$ cat config.mk
export PLATFORM = sky130hd
export DESIGN_NAME = mem_stage_flat
export DESIGN_NICKNAME = d
export VERILOG_FILES = /design/src/rtl/mem_stage_if.sv /design/src/rtl/mem_stage.sv /design/src/flat_wrapper.sv
export SDC_FILE = /design/constraint.sdc
export NUM_CORES = 1
export LEC_CHECK = 0
export ABC_AREA = 1
export CAP_MARGIN = 10
export CORE_MARGIN = 1
export CORE_UTILIZATION = 30
export CTS_CLUSTER_SIZE = 10
export DETAILED_ROUTE_END_ITERATION = 10
export HOLD_SLACK_MARGIN = 0.06
export MAX_ROUTING_LAYER = met4
export PLACE_DENSITY = 0.6
export SLEW_MARGIN = 30
export SYNTH_ARGS = -nofsm -noshare
export SYNTH_HDL_FRONTEND = slang
export SYNTH_SLANG_ARGS = --single-unit
$ cat constraint.sdc
create_clock -name clk -period 5.4 [get_ports clk]
set_input_delay 0.81 -clock clk [delete_from_list [all_inputs] [get_ports clk]]
set_output_delay 0.81 -clock clk [all_outputs]
set_load 0.02 [all_outputs]
$ cat src/rtl/mem_stage_if.sv
// Bundle of the pipeline-side request/response signals and the 16-bit SRAM bus
// seen by the memory-access stage.
interface mem_stage_if;
  logic        MEM_R_EN;
  logic        MEM_W_EN;
  logic [31:0] ALU_result;
  logic [31:0] ST_val;
  logic [31:0] mem_read_data;
  logic        ready;
  logic [17:0] SRAM_ADDR;
  logic [15:0] SRAM_DQ_in;
  logic [15:0] SRAM_DQ_out;
  logic        SRAM_DQ_oe;
  logic        SRAM_WE_N;

  // The stage itself
  modport slave (
    input  MEM_R_EN, MEM_W_EN, ALU_result, ST_val, SRAM_DQ_in,
    output mem_read_data, ready, SRAM_ADDR, SRAM_DQ_out, SRAM_DQ_oe, SRAM_WE_N
  );

  // Pipeline plus SRAM surrounding the stage
  modport master (
    output MEM_R_EN, MEM_W_EN, ALU_result, ST_val, SRAM_DQ_in,
    input  mem_read_data, ready, SRAM_ADDR, SRAM_DQ_out, SRAM_DQ_oe, SRAM_WE_N
  );
endinterface

$ cat src/rtl/mem_stage.sv
// Memory-access stage: splits each 32-bit load/store into two half-word SRAM
// accesses (low then high), freezing the pipeline via ready until done.
module mem_stage #(
  parameter int unsigned SRAM_WAIT = 1,
  parameter logic [31:0] ADDR_BASE = 32'd1024
) (
  input  logic        clk,
  input  logic        rst,
  mem_stage_if.slave  bus
);

  typedef enum logic [1:0] {IDLE, LOW, HIGH, DONE} state_t;

  state_t      r_state;
  logic [2:0]  r_phase;
  logic        r_wr;
  logic [16:0] r_word;
  logic [15:0] r_hi_data;
  logic [15:0] r_lo;
  logic [31:0] r_rdata;
  logic [17:0] r_addr;
  logic [15:0] r_dq_out;
  logic        r_oe;
  logic        r_we_n;

  logic        w_req;
  logic        w_last;
  logic [16:0] w_word;

  assign w_req  = bus.MEM_R_EN | bus.MEM_W_EN;
  assign w_last = (r_phase == 3'(SRAM_WAIT));
  // Word index of the base-relative byte address; wraps modulo 2^17 by truncation.
  assign w_word = 17'((bus.ALU_result - ADDR_BASE) >> 2);

  assign bus.ready         = (r_state == DONE) || ((r_state == IDLE) && !w_req);
  assign bus.mem_read_data = r_rdata;
  assign bus.SRAM_ADDR     = r_addr;
  assign bus.SRAM_DQ_out   = r_dq_out;
  assign bus.SRAM_DQ_oe    = r_oe;
  assign bus.SRAM_WE_N     = r_we_n;

  // NOTE: non-blocking assignments keep every register sampling pre-edge values,
  // so bus outputs change in lock-step with the state they belong to.
  always_ff @(posedge clk or posedge rst) begin
    if (rst) begin
      r_state   <= IDLE;
      r_phase   <= '0;
      r_wr      <= 1'b0;
      r_word    <= '0;
      r_hi_data <= '0;
      r_lo      <= '0;
      r_rdata   <= '0;
      r_addr    <= '0;
      r_dq_out  <= '0;
      r_oe      <= 1'b0;
      r_we_n    <= 1'b1;
    end else begin
      case (r_state)
        IDLE: begin
          if (w_req) begin
            // A store wins when both enables are raised together.
            r_wr      <= bus.MEM_W_EN;
            r_word    <= w_word;
            r_hi_data <= bus.ST_val[31:16];
            r_phase   <= '0;
            r_addr    <= {w_word, 1'b0};
            if (bus.MEM_W_EN) r_dq_out <= bus.ST_val[15:0];
            r_we_n    <= !bus.MEM_W_EN;
            r_oe      <= bus.MEM_W_EN;
            r_state   <= LOW;
          end
        end
        LOW: begin
          if (w_last) begin
            if (!r_wr) r_lo <= bus.SRAM_DQ_in;
            if (r_wr)  r_dq_out <= r_hi_data;
            r_phase <= '0;
            r_addr  <= {r_word, 1'b1};
            r_state <= HIGH;
          end else begin
            r_phase <= r_phase + 3'd1;
          end
        end
        HIGH: begin
          if (w_last) begin
            if (!r_wr) r_rdata <= {bus.SRAM_DQ_in, r_lo};
            r_phase <= '0;
            r_we_n  <= 1'b1;
            r_oe    <= 1'b0;
            r_state <= DONE;
          end else begin
            r_phase <= r_phase + 3'd1;
          end
        end
        DONE:    r_state <= IDLE;
        default: r_state <= IDLE;
      endcase
    end
  end

endmodule

$ cat src/flat_wrapper.sv
// flat-port wrapper written by rule: the top's interface ports become plain ports
module mem_stage_flat 
#(
  parameter int unsigned SRAM_WAIT = 1,
  parameter logic [31:0] ADDR_BASE = 32'd1024
)
  (clk, rst, bus_MEM_R_EN, bus_MEM_W_EN, bus_ALU_result, bus_ST_val, bus_SRAM_DQ_in, bus_mem_read_data, bus_ready, bus_SRAM_ADDR, bus_SRAM_DQ_out, bus_SRAM_DQ_oe, bus_SRAM_WE_N);
  mem_stage_if bus_i ();
  input  logic clk;
  input  logic rst;
  input wire logic [$bits(bus_i.MEM_R_EN)-1:0] bus_MEM_R_EN;
  input wire logic [$bits(bus_i.MEM_W_EN)-1:0] bus_MEM_W_EN;
  input wire logic [$bits(bus_i.ALU_result)-1:0] bus_ALU_result;
  input wire logic [$bits(bus_i.ST_val)-1:0] bus_ST_val;
  input wire logic [$bits(bus_i.SRAM_DQ_in)-1:0] bus_SRAM_DQ_in;
  output wire logic [$bits(bus_i.mem_read_data)-1:0] bus_mem_read_data;
  output wire logic [$bits(bus_i.ready)-1:0] bus_ready;
  output wire logic [$bits(bus_i.SRAM_ADDR)-1:0] bus_SRAM_ADDR;
  output wire logic [$bits(bus_i.SRAM_DQ_out)-1:0] bus_SRAM_DQ_out;
  output wire logic [$bits(bus_i.SRAM_DQ_oe)-1:0] bus_SRAM_DQ_oe;
  output wire logic [$bits(bus_i.SRAM_WE_N)-1:0] bus_SRAM_WE_N;
  assign bus_i.MEM_R_EN = bus_MEM_R_EN;
  assign bus_i.MEM_W_EN = bus_MEM_W_EN;
  assign bus_i.ALU_result = bus_ALU_result;
  assign bus_i.ST_val = bus_ST_val;
  assign bus_i.SRAM_DQ_in = bus_SRAM_DQ_in;
  assign bus_mem_read_data = bus_i.mem_read_data;
  assign bus_ready = bus_i.ready;
  assign bus_SRAM_ADDR = bus_i.SRAM_ADDR;
  assign bus_SRAM_DQ_out = bus_i.SRAM_DQ_out;
  assign bus_SRAM_DQ_oe = bus_i.SRAM_DQ_oe;
  assign bus_SRAM_WE_N = bus_i.SRAM_WE_N;
  mem_stage #(.SRAM_WAIT(SRAM_WAIT), .ADDR_BASE(ADDR_BASE)) u_core (.clk(clk), .rst(rst), .bus(bus_i));
endmodule
==> results.toml, run 1 <==
[critical_path]
cpMaxStageDelayCell = "clkdlybuf4s50_1"
worst-path-buf-inv = 3
slowest_delay_ns = 0.60
cp_cell_sequence = "clkdlybuf4s50_1, inv_1, nand3_1, nand2_1, clkdlybuf4s50_1"
worstSetupEndpointType = "output pin"
worstPathArrival_ns = 2.27
worstReg2RegStart = "u_core.r_state[0]"
critPathMaxFanout = 5
crit_required_ns = 4.59
rrSetupSlack_ns = 3.00
crit_family = "buffers and inverters"
start_kind = "input port"
reg2reg_to = "u_core.bus.SRAM_ADDR[7]"
path_common_cell = "clkdlybuf4s50_1"
worst-path-stages = 5
reg2reg_depth = 9
critPathKind = "input port to output pin"

[synth]
synth_area_leaders = "dfrtp_1 57%, nand2_1 15%, o21ai_0 7.4%"
synth_cells = 610
synth_fp_nets = 700
synth_seq_cells = 123
post_synth.cell_area_avg_sq_um = 8.71
synth_top_area_share_pct = 57.5
synth_top_area_cell = "dfrtp_1"
syn-cell-area_sq_mm = 0.00531
yosysSeqAreaShare_pct = 58.0
ys_warn_count = 0
synthDistinctLibCells = 26

[timing]
fin_setup_tns_ns = 0
setup_viol = 0
finalCriticalPeriod_ns = 3.08
drv_slew = 0
period_share_pct = 57.1
tightestPinTransition_ns = 0.847
max_freq_mhz = 324
whs_ns = 0.472
finalHoldViolCount = 0
setup_slack_ns = 2.32
rsz0062_at_grt = "false"
skew_ns = 0.0125
slew_headroom_pct = 43.6

[cells_and_area]
syn2layout_area_growth_pct = 41.4
fin_area_sq_mm = 0.00751
drive_gt1_share_pct = 7.77
antenna_cells = 0
final_nets = 836

[status]
outcome = "complete, no violations"

[placement]
placed_cell_area_sq_mm = 0.00691
dp_hpwl_um = 8060
io_buffers = 137
gp_congestion = 0.763
place_ws_ns = 2.20

[min_path]
min_path_cells = 2
worstHoldStart = "u_core.bus.SRAM_WE_N"
hp-class = "register to register"
holdPathEnd = "u_core.bus.SRAM_WE_N"

[floorplan]
core_area_sq_mm = 0.0173
io-pin-count = 153
start_util_pct = 30.7
die_area_sq_mm = 0.0182
row_count = 48
die_w_um = 135
die-height_um = 135

[routing]
drc = 0
vias = 4228
drt_iter0_markers = 180
wl_um = 12200
wl_per_cell_um = 12.4
vias_per_cell = 4.30
drtAntennaViolNets = 0
dr.pass1.iters = 4

[global_routing]
grt_usage_pct = 14.7
overflow = 0
grt_max_degree = 70
grt_pass1_wl_um = 19900
first_global_vias = 3965
grt_antenna_before_repair = 0

[pwr]
switching_share_pct = 38.5
p_leak_uw = 0.00363
vdd_ir_drop_max_mv = 0.268
p_sw_uw = 1850
power.share.combinational_pct = 42.6
power_density_mw_per_mm2 = 638
power_frac_seq_pct = 33.7
clkPwrFrac_pct = 23.6
power.internal_uw = 2940

[clocking]
cts_tree = "done"
ctsHoldBuffers = 0
numCtsBuffers = 17
cts-root-buf = "clkbuf_16"
cts_setup_buffers = 0
clockBufferDepth = 2
cts.clk_slew.worst_paths_ns = 0.06
cts.sink_count = 123
clock_latency_ns = 0.41
cts_resized = 0
cts_max_level = 4

[run]
maxCapViolCount = 0
[per-layer routing]
metal  vias up  GRT usage, %  share of wire [%]
li1       2200             -                  -
met3        10          5.18                6.3
met1      1912          18.8                 49
met2       106          21.5                 44
met5         -             -                  0
met4         0          5.06                1.1
[placed cells by master (no fill, tap or decap), types with 2 or more instances in the layout]
cell	instances
nand2_1	217
clkdlybuf4s50_1	137
dfrtp_1	122
o21ai_0	79
inv_1	63
nor2_1	25
clkbuf_16	17
mux2i_1	16
nand3_1	14
o21ai_2	10
o21ai_1	8
ha_1	5
clkinvlp_4	5
buf_4	5
inv_2	3
a31oi_1	3
a21oi_1	3
clkinv_4	3
or2_2	2
xor2_1	2
nand4_1	2
nand2_2	2
clkbuf_8	2
bufinv_16	2
clkinv_2	2
[layout make-up]
cell class              count  area (sq um)
repair buffers            142          1410
fillers                  1762          9790
multi-input cells         395          1890
well taps                 225           282
clock inverters            13           143
flip-flops and latches    123          3080
inverters                  67           254
clock buffers              19           453
[logic make-up (layout without fill, tap and decap cells)]
logic type | count (synthesis) | after routing | synth area share (%)
buffers and inverters | 92 | 241 | 6.81
multiplexers | 16 | 16 | 3.02
AO/OA/AOI/OAI | 107 | 107 | 11.1
adder cells (fa/ha/maj) | 6 | 6 | 1.41
XOR/XNOR | 2 | 2 | 0.330
AND/OR/NAND/NOR | 264 | 264 | 19.4
flip-flops | 123 | 123 | 58.0
[power groups by stage]
stage / sequential (uW) / clock, uW / combinational [uW]
3_5_place_dp: 1630 / 0 / 2070
4_1_cts: 1620 / 1160 / 2080
5_1_grt: 1680 / 1210 / 2290
6_report: 1620 / 1130 / 2040
2_1_floorplan: 1890 / 0 / 1000
3_3_place_gp: 1610 / 0 / 2050
[through the flow]
step / std cells / utilization [%] / total power, uW
finish: 984 / 43.4 / 4790
global route: 984 / 43.4 / 5170
CTS: 984 / 43.4 / 4860
detailed placement: 952 / 40.0 / 3700
global placement: 952 / 39.9 / 3660
floorplan: 610 / - / 2890
[worst max path at each step]
stage	start	endpoint	slack, ns
after floorplan	rst	u_core.bus.SRAM_ADDR[0]	1.32
after CTS	bus_MEM_W_EN	bus_ready	2.30
after global placement	bus_MEM_R_EN	u_core.bus.SRAM_ADDR[10]	2.21
after global routing	bus_MEM_W_EN	bus_ready	2.21
after detailed placement	bus_MEM_R_EN	u_core.bus.SRAM_ADDR[7]	2.20
final	bus_MEM_W_EN	bus_ready	2.32
[synthesized netlist by cell type]
| library cell | number |
|---|---|
| dfstp_2 | 1 |
| nand2_2 | 1 |
| nand4_1 | 2 |
| nand2_1 | 218 |
| o22ai_1 | 1 |
| xor2_1 | 2 |
| a21oi_1 | 3 |
| or2_1 | 1 |
| a31oi_1 | 3 |
| buf_2 | 7 |
| mux2i_1 | 16 |
| or2_2 | 2 |
| a21boi_0 | 1 |
| inv_1 | 64 |
| buf_4 | 2 |
| o21ai_0 | 79 |
| nand3_2 | 1 |
| nand3_1 | 14 |
| dfrtp_1 | 122 |
| o21ai_2 | 11 |
| o21ai_1 | 8 |
| inv_2 | 3 |
| ha_1 | 6 |
| nor2_1 | 25 |
| clkbuf_1 | 16 |
| o211ai_1 | 1 |
[worst reg2reg max path, stage by stage (launching register included)]
cell	delay, ns
dfrtp_1	0.40
inv_1	0.10
ha_1	0.30
o21ai_4	0.26
buf_4	0.38
nand2_1	0.11
nand2_2	0.41
inv_2	0.19
nand2_1	0.10
nand2_1	0.05
[flip-flops by register name (all words and copies together) (netlist names)]
signal / cells
u_core.bus.SRAM_ADDR: 18
u_core.bus.SRAM_DQ_oe: 1
u_core.bus.SRAM_DQ_out: 16
u_core.bus.SRAM_WE_N: 1
u_core.bus.mem_read_data: 32
u_core.r_hi_data: 16
u_core.r_lo: 16
u_core.r_phase: 3
u_core.r_state: 2
u_core.r_word: 17
u_core.r_wr: 1
Note: power is estimated with default switching activity, not from simulation.
==> run 2: changes to the inputs <==
Clock period 5.4 ns to 2.98 ns, I/O delays scaled along.
==> results.toml, run 2 (synthesized netlist as in run 1, its figures left out) <==
[timing]
skew_ns = 0.00935
fin_setup_tns_ns = 0
finalCriticalPeriod_ns = 2.65
slew_headroom_pct = 62.0
drv_slew = 0
period_share_pct = 88.9
rsz0062_at_grt = "false"
max_freq_mhz = 377
setup_viol = 0
finalHoldViolCount = 0
tightestPinTransition_ns = 0.570

[pwr]
power.internal_uw = 5490
p_leak_uw = 0.00368
power_frac_seq_pct = 33.0
power_density_mw_per_mm2 = 1170
vdd_ir_drop_max_mv = 0.461
p_sw_uw = 3380
switching_share_pct = 38.1
power.share.combinational_pct = 41.9
clkPwrFrac_pct = 25.1

[run]
maxCapViolCount = 0

[cells_and_area]
syn2layout_area_growth_pct = 42.9
nFillCells = 1696
drive_gt1_share_pct = 8.13
multiInputGateArea_sq_mm = 0.00188
postLayoutCoreUtil_pct = 43.9
largest_reg_flops = 32
layout_common_cells = "218 x nand2_1, 137 x clkdlybuf4s50_1, 122 x dfrtp_1"
fin_area_sq_mm = 0.00759
final_nets = 840
antenna_cells = 0
seqCellArea_sq_mm = 0.00308
layout_commonest_cell = "nand2_1"

[placement]
placed_cell_area_sq_mm = 0.00695
gp_congestion = 0.767
dp_hpwl_um = 8180
io_buffers = 137

[critical_path]
worst-path-stages = 5
start_kind = "register"
cp_cell_sequence = "inv_1, ha_1, nand3_1, nand2_1, clkdlybuf4s50_1"
reg2reg_to = "u_core.bus.SRAM_ADDR[1]"
crit_family = "buffers and inverters"
worstSetupEndpointType = "output pin"
critPathMaxFanout = 6
critPathKind = "register to output pin"
worstPathArrival_ns = 2.20
slowest_delay_ns = 0.60
reg2reg_depth = 9
rrSetupSlack_ns = 0.68
crit_start = "u_core.r_state[0]"
worstReg2RegStart = "u_core.r_state[1]"
crit_required_ns = 2.53
crit_path_end = "bus_ready"
cpMaxStageDelayCell = "clkdlybuf4s50_1"
worst-path-buf-inv = 2

[clocking]
cts_max_level = 4
cts_setup_buffers = 0
clockBufferDepth = 2
numCtsBuffers = 17
cts.clk_slew.worst_paths_ns = 0.06
cts_resized = 0
clock_latency_ns = 0.41
cts-root-buf = "clkbuf_16"
cts_tree = "done"
cts.sink_count = 123
ctsHoldBuffers = 0

[routing]
drtAntennaViolNets = 0
vias_per_cell = 4.29
wl_um = 12300
wl_per_cell_um = 12.5
dr.pass1.iters = 4
drt_iter0_markers = 180
vias = 4239
drc = 0

[global_routing]
grt_pass1_wl_um = 20500
overflow = 0
grt_antenna_before_repair = 0
grt_max_degree = 70
first_global_vias = 4030
grt_usage_pct = 15.0

[status]
outcome = "complete, no violations"

[floorplan]
die_w_um = 135
die-height_um = 135
core_area_sq_mm = 0.0173
start_util_pct = 30.7
die_area_sq_mm = 0.0182
row_count = 48
io-pin-count = 153

[min_path]
hp-class = "input port to asynchronous set/reset pin"
-- run 2: cell count changes in the layout (fill, tap and decap cells not counted), moves of 2 or more --
cell        previous run  this run
buf_4                  5         8
clkbuf_8               2         0
bufinv_16              2         4
clkinv_4               3         5
inv_6                  1         3
clkinvlp_4             5         2
-- run 2: power groups by stage --
stage	registers, uW	clock network, uW	logic [uW]
2_1_floorplan	3420	0	1820
3_3_place_gp	2930	0	3730
3_5_place_dp	2940	0	3790
4_1_cts	2930	2290	3810
5_1_grt	3040	2360	4170
6_report	2930	2230	3720
-- run 2: area by class of cell --
type	count	share of cell area, %
Clock inverter	15	2.82
Timing Repair Buffer	146	19.1
Inverter	67	3.36
Clock buffer	17	5.61
Sequential cell	123	40.6
Tap cell	225	3.71
Multi-Input combinational cell	395	24.8
-- run 2: worst min path at each step --
stage | startpoint | end | depth (start not counted)
3_5_place_dp | u_core.r_hi_data[3] | u_core.r_hi_data[3] | 2
5_1_grt | rst | u_core.r_hi_data[9] | 2
3_3_place_gp | u_core.r_hi_data[8] | u_core.r_hi_data[8] | 2
6_report | rst | u_core.r_hi_data[3] | 2
2_1_floorplan | u_core.r_hi_data[0] | u_core.r_hi_data[0] | 2
4_1_cts | rst | u_core.r_hi_data[9] | 2
-- run 2: routing by layer --
layer / part of all wire (%) / track usage, % / routed length (um)
met5: 0 / - / 0
met4: 1.5 / 5.43 / 182
met3: 5.7 / 3.94 / 704
met2: 45 / 21.7 / 5510
met1: 48 / 20.1 / 5940
-- run 2: per-stage QoR --
step | instances | hold slack, ns | setup WS, ns | total power [uW]
3_3_place_gp | 956 | 0.461 | 0.639 | 6660
6_report | 988 | 0.427 | 0.330 | 8870
3_5_place_dp | 956 | 0.465 | 0.621 | 6730
5_1_grt | 988 | 0.481 | 0.203 | 9570
2_1_floorplan | 610 | 0.449 | 1.02 | 5240
4_1_cts | 988 | 0.442 | 0.289 | 9020
==> variant 1: new RTL, flow settings as in run 2 <==
The 4 states of `state_t` get a Gray code encoding in 2 bits.
--- a/src/rtl/mem_stage.sv
+++ b/src/rtl/mem_stage.sv
@@ -10,5 +10,5 @@
 );
 
-  typedef enum logic [1:0] {IDLE, LOW, HIGH, DONE} state_t;
+  typedef enum logic [1:0] {IDLE = 2'b00, LOW = 2'b01, HIGH = 2'b11, DONE = 2'b10} state_t;
 
   state_t      r_state;
Behaviour: no difference found for any inputs over 10 cycles, from zero or initial values and one cycle with rst high; not proved beyond that.
==> variant 1 against run 2 <==
- combinational power decreased by 1%
- global-route usage is 0.71 points higher
- largest power group unchanged
- power fell by 3.9%
- area after synthesis is 1.2% lower
- setup slack improved by 0.28 ns
- sequential cell count stayed put
- first-iteration DRC count decreased by 11%
- cell area down 2.5%
- critical path depth unchanged
- cell count did not move
- synthesized cell count is 1.5% higher
- wire length grew 4.2%
==> variant 1: results (changes against run 2) <==
yosys:
  muxShareOfSynthArea_pct: 0  # -3.0 points
  synth_compound_area_share_pct: 10.9  # -0.15 points
  synth_cell_types: 27  # +3.8%
  synth_fa_ha_area_share_pct: 0.239  # -1.2 points
  synth_area_leaders: "dfrtp_1 (58%), nand2_1 (17%), o21ai_0 (7.5%)"
  synth_xor_area_share_pct: 0.167  # -0.16 points
  avgSynthCellArea_um2: 8.47  # -2.7%
routing:
  wl_met2_mm: 5.62  # +2.0%
  routed-wl-met3_um: 663  # -5.8%
  drtIter0Drc: 161  # -11%
  wl_per_cell_um: 13.0  # +4.2%
  avgViaCountPerCell: 4.39  # +2.4%
layout:
  drive_gt1_share_pct: 6.38  # -1.7 points
  clock_cell_area_share_pct: 7.63  # -0.80 points
  nNonClkInverters: 63  # -6.0%
  nFillCells: 1709  # +0.77%
  multi_input_area_share_pct: 24.1  # -0.67 points
power_and_ir_drop:
  comb-power_w: 0.00367  # -1%
  vdd_ir_drop_max_v: 0.000419  # -9.2%
global_routing:
  grtUsageTotal_pct: 15.7  # +0.71 points
  met1_usage_pct: 21.2  # +1.1 points
  grt_max_degree: 64  # -8.6%
  grt_pass1_vias: 4205  # +4.3%
  grtUsageMet3_pct: 3.85  # -0.087 points
  grt_pass1_wl_mm: 21.2  # +3.3%
  met2_usage_pct: 22.3  # +0.54 points
sta:
  fin_crit_sh_pct: 79.5  # -9.5 points
  fin_skew_ns: 0.00810  # -0.00125 ns
setup_path:
  reg2regPathDepth: 7  # -2
  timing.rr.end: "u_core.bus.SRAM_DQ_out[12]"
  r2r_start: "u_core.r_state[0]"
  r2r_slack_ns: 0.93  # +0.25 ns
  cp.arrival_ns: 1.92  # -0.28 ns
  slowest_delay_ns: 0.64  # +0.04 ns
place:
  gp_congestion: 0.834  # +8.7%
  place_worst_setup_slack_ns: 0.602  # -0.0183 ns
status:
  outcome: "finished clean"
## variant 1: cell count changes in the layout (fill, tap and decap cells not counted), moves of 3 or more
| cell | run 2 | this run |
|---|---|---|
| nand2_1 | 218 | 235 |
| nand3_1 | 14 | 31 |
| mux2i_1 | 16 | 0 |
| o211ai_1 | 1 | 12 |
| o21ai_2 | 10 | 0 |
| inv_1 | 63 | 57 |
| clkbuf_1 | 0 | 5 |
| clkinv_2 | 1 | 6 |
| clkinv_4 | 5 | 0 |
| ha_1 | 5 | 1 |
| inv_6 | 3 | 0 |
| o21ai_1 | 8 | 5 |
## variant 1: metrics by stage
step	util [%]	hold slack, ns	area (µm²)	power [W]
finish	44.0	0.394	7390	0.00852
floorplan	-	0.450	5250	0.00515
CTS	44.0	0.385	7390	0.00867
global placement	40.6	0.454	6820	0.00654
detailed placement	40.6	0.458	6830	0.00663
global route	44.0	0.408	7390	0.00921
==> variant 2: new RTL, settings of run 2 <==
Made on the original files. Reset style: synchronous (`rst`), changed in one clocked block.
--- a/src/rtl/mem_stage.sv
+++ b/src/rtl/mem_stage.sv
@@ -42,5 +42,5 @@
   // NOTE: non-blocking assignments keep every register sampling pre-edge values,
   // so bus outputs change in lock-step with the state they belong to.
-  always_ff @(posedge clk or posedge rst) begin
+  always_ff @(posedge clk) begin
     if (rst) begin
       r_state   <= IDLE;
Formal check against the unedited RTL: differs if rst is asserted again (counterexample within 4 cycles, from zero or initial values and one cycle with rst high); with rst held inactive, the same outputs for 10 cycles.
==> variant 2 against run 2 <==
- wire length grew 15%
- area after synthesis down 1.5%
- clock power shrank 14%
- cell area down 3.6%
- critical path depth is 1 higher
- setup slack got worse by 0.012 ns
- power down 23%
- synthesized cell count up 25%
- sequential cell count stayed put
- largest power group unchanged
- non-clock buffer count is the same
- cell count increased by 14%
==> variant 2: results (changes against run 2) <==
setup_path:
  critPathSlowestCell: "clkdlybuf4s50_1"
  cp.arrival_ns: 2.21
  critPathTopFamily: "buffers and inverters"
  worstPathMaxFanout: 6  # unchanged
  slowest_delay_ns: 0.53  # -0.07 ns
yosys:
  synth_cell_types: 27  # +3.8%
  yosys_warnings: 0  # unchanged
  synth_compound_area_share_pct: 11.6  # +0.55 points
  synth_ff_type: "dfxtp_1"
  synth_xor_area_share_pct: 0.335  # +0.0051 points
  synthArstFlopShare_pct: 0  # -100 points
  synth_area_leaders: "dfxtp_1 (47%), nor2_1 (16%), nand2_1 (12%)"
  synthesis.nets: 855  # +22%
  synth_fa_ha_area_share_pct: 1.44  # +0.022 points
  ys_seq_area_share_pct: 47.1  # -11 points
  synthTopCellsByCount: "nor2_1 (226), nand2_1 (167), dfxtp_1 (123)"
  muxShareOfSynthArea_pct: 0  # -3.0 points
global_routing:
  grt_max_degree: 73  # +4.3%
  antenna_found_initial: 0  # unchanged
  grtUsageTotal_pct: 16.9  # +1.9 points
  grt_pass1_wl_mm: 23.1  # +13%
  grt_pass1_vias: 4644  # +15%
power_and_ir_drop:
  p_leak_nw: 3.38  # -8.2%
  vdd_ir_drop_max_v: 0.000416  # -9.9%
cts:
  clk_latency_ns: 0.41  # about the same
  cts_resized: 0  # unchanged
  clockBufferDepth: 2  # unchanged
  cts_buffers: 17  # unchanged
  htree_levels: 4  # unchanged
  post_cts_buffers: 0  # unchanged
  path_clk_slew_ns: 0.06  # about the same
layout:
  drive_gt1_share_pct: 5.99  # -2.1 points
  nNetsFinal: 979  # +17%
  largest_reg_flops: 32  # unchanged
  nFillCells: 1790  # +5.5%
sta:
  worst_slew_pin_slew_ns: 0.633  # +0.0632 ns
  fin_skew_ns: 0.00785  # -0.00149 ns
routing:
  first_pass_iters: 4  # unchanged
  drtIter0Drc: 175  # -2.8%
  routed-via-count: 4988  # +18%
  wl_mm: 14.2  # +15%
place:
  place_hpwl_mm: 9.12  # +12%
  portBuffers: 137  # unchanged
  place_area_mm2: 0.00676  # -2.8%
  gp_congestion: 0.791  # +3.1%
hold_path:
  hp-class: "reg -> reg"
status:
  outcome: "finished clean"
## variant 2: layout make-up
class / instances / share of cell area (%)
flip-flops and latches: 123 / 33.7
multi-input cells: 543 / 32.0
repair buffers: 146 / 20.0
clock buffers: 19 / 6.20
well taps: 220 / 3.77
inverters: 58 / 2.98
clock inverters: 13 / 1.39
## variant 2: logic make-up after synthesis
group / count (synthesis)
AND/OR/NAND/NOR: 416
buffers and inverters: 99
XOR/XNOR: 2
AO/OA/AOI/OAI: 119
flip-flops: 123
adder cells (fa/ha/maj): 6
## variant 2: path summary, 6_finish.rpt
| path | start | to | slack [ns] | cells past startpoint |
|---|---|---|---|---|
| min | u_core.bus.SRAM_DQ_oe | u_core.bus.SRAM_DQ_oe | 0.45 | 2 |
| max reg2reg | u_core.r_state[1] | u_core.bus.SRAM_ADDR[12] | 0.85 | 10 |
| min reg2reg | u_core.bus.SRAM_DQ_oe | u_core.bus.SRAM_DQ_oe | 0.45 | 2 |
| max | u_core.r_state[1] | bus_ready | 0.32 | 6 |
## variant 2: worst min-delay path: stages (launching register included)
cell	delay [ns]
dfxtp_1	0.31
inv_1	0.05
a21oi_1	0.05
## variant 2: where the power goes
group	switching [W]	internal, W	leakage, nW
Combinational	0.00159	0.00101	2.10
Clock	0.000746	0.00118	0.274
Sequential	0.000222	0.00209	1.01
## variant 2: layer usage
layer  up-vias  track usage, %  part of all wire [%]
met5         -               -                     0
met4         0            5.56                  0.96
met3        11            6.16                   8.4
met2       150            25.1                    42
met1      2207            21.1                    48
li1       2620               -                     -
## variant 2: stage by stage
stage | hold WS [ns] | cells | power, W | util [%] | setup WS (ns)
after floorplan | 0.446 | 765 | 0.00408 | - | 1.37
after global placement | 0.441 | 1090 | 0.00495 | 40.2 | 0.527
after detailed placement | 0.446 | 1090 | 0.00497 | 40.2 | 0.521
after CTS | 0.455 | 1122 | 0.00693 | 43.5 | 0.315
after global routing | 0.473 | 1122 | 0.00737 | 43.5 | 0.223
final | 0.451 | 1122 | 0.00683 | 43.5 | 0.318
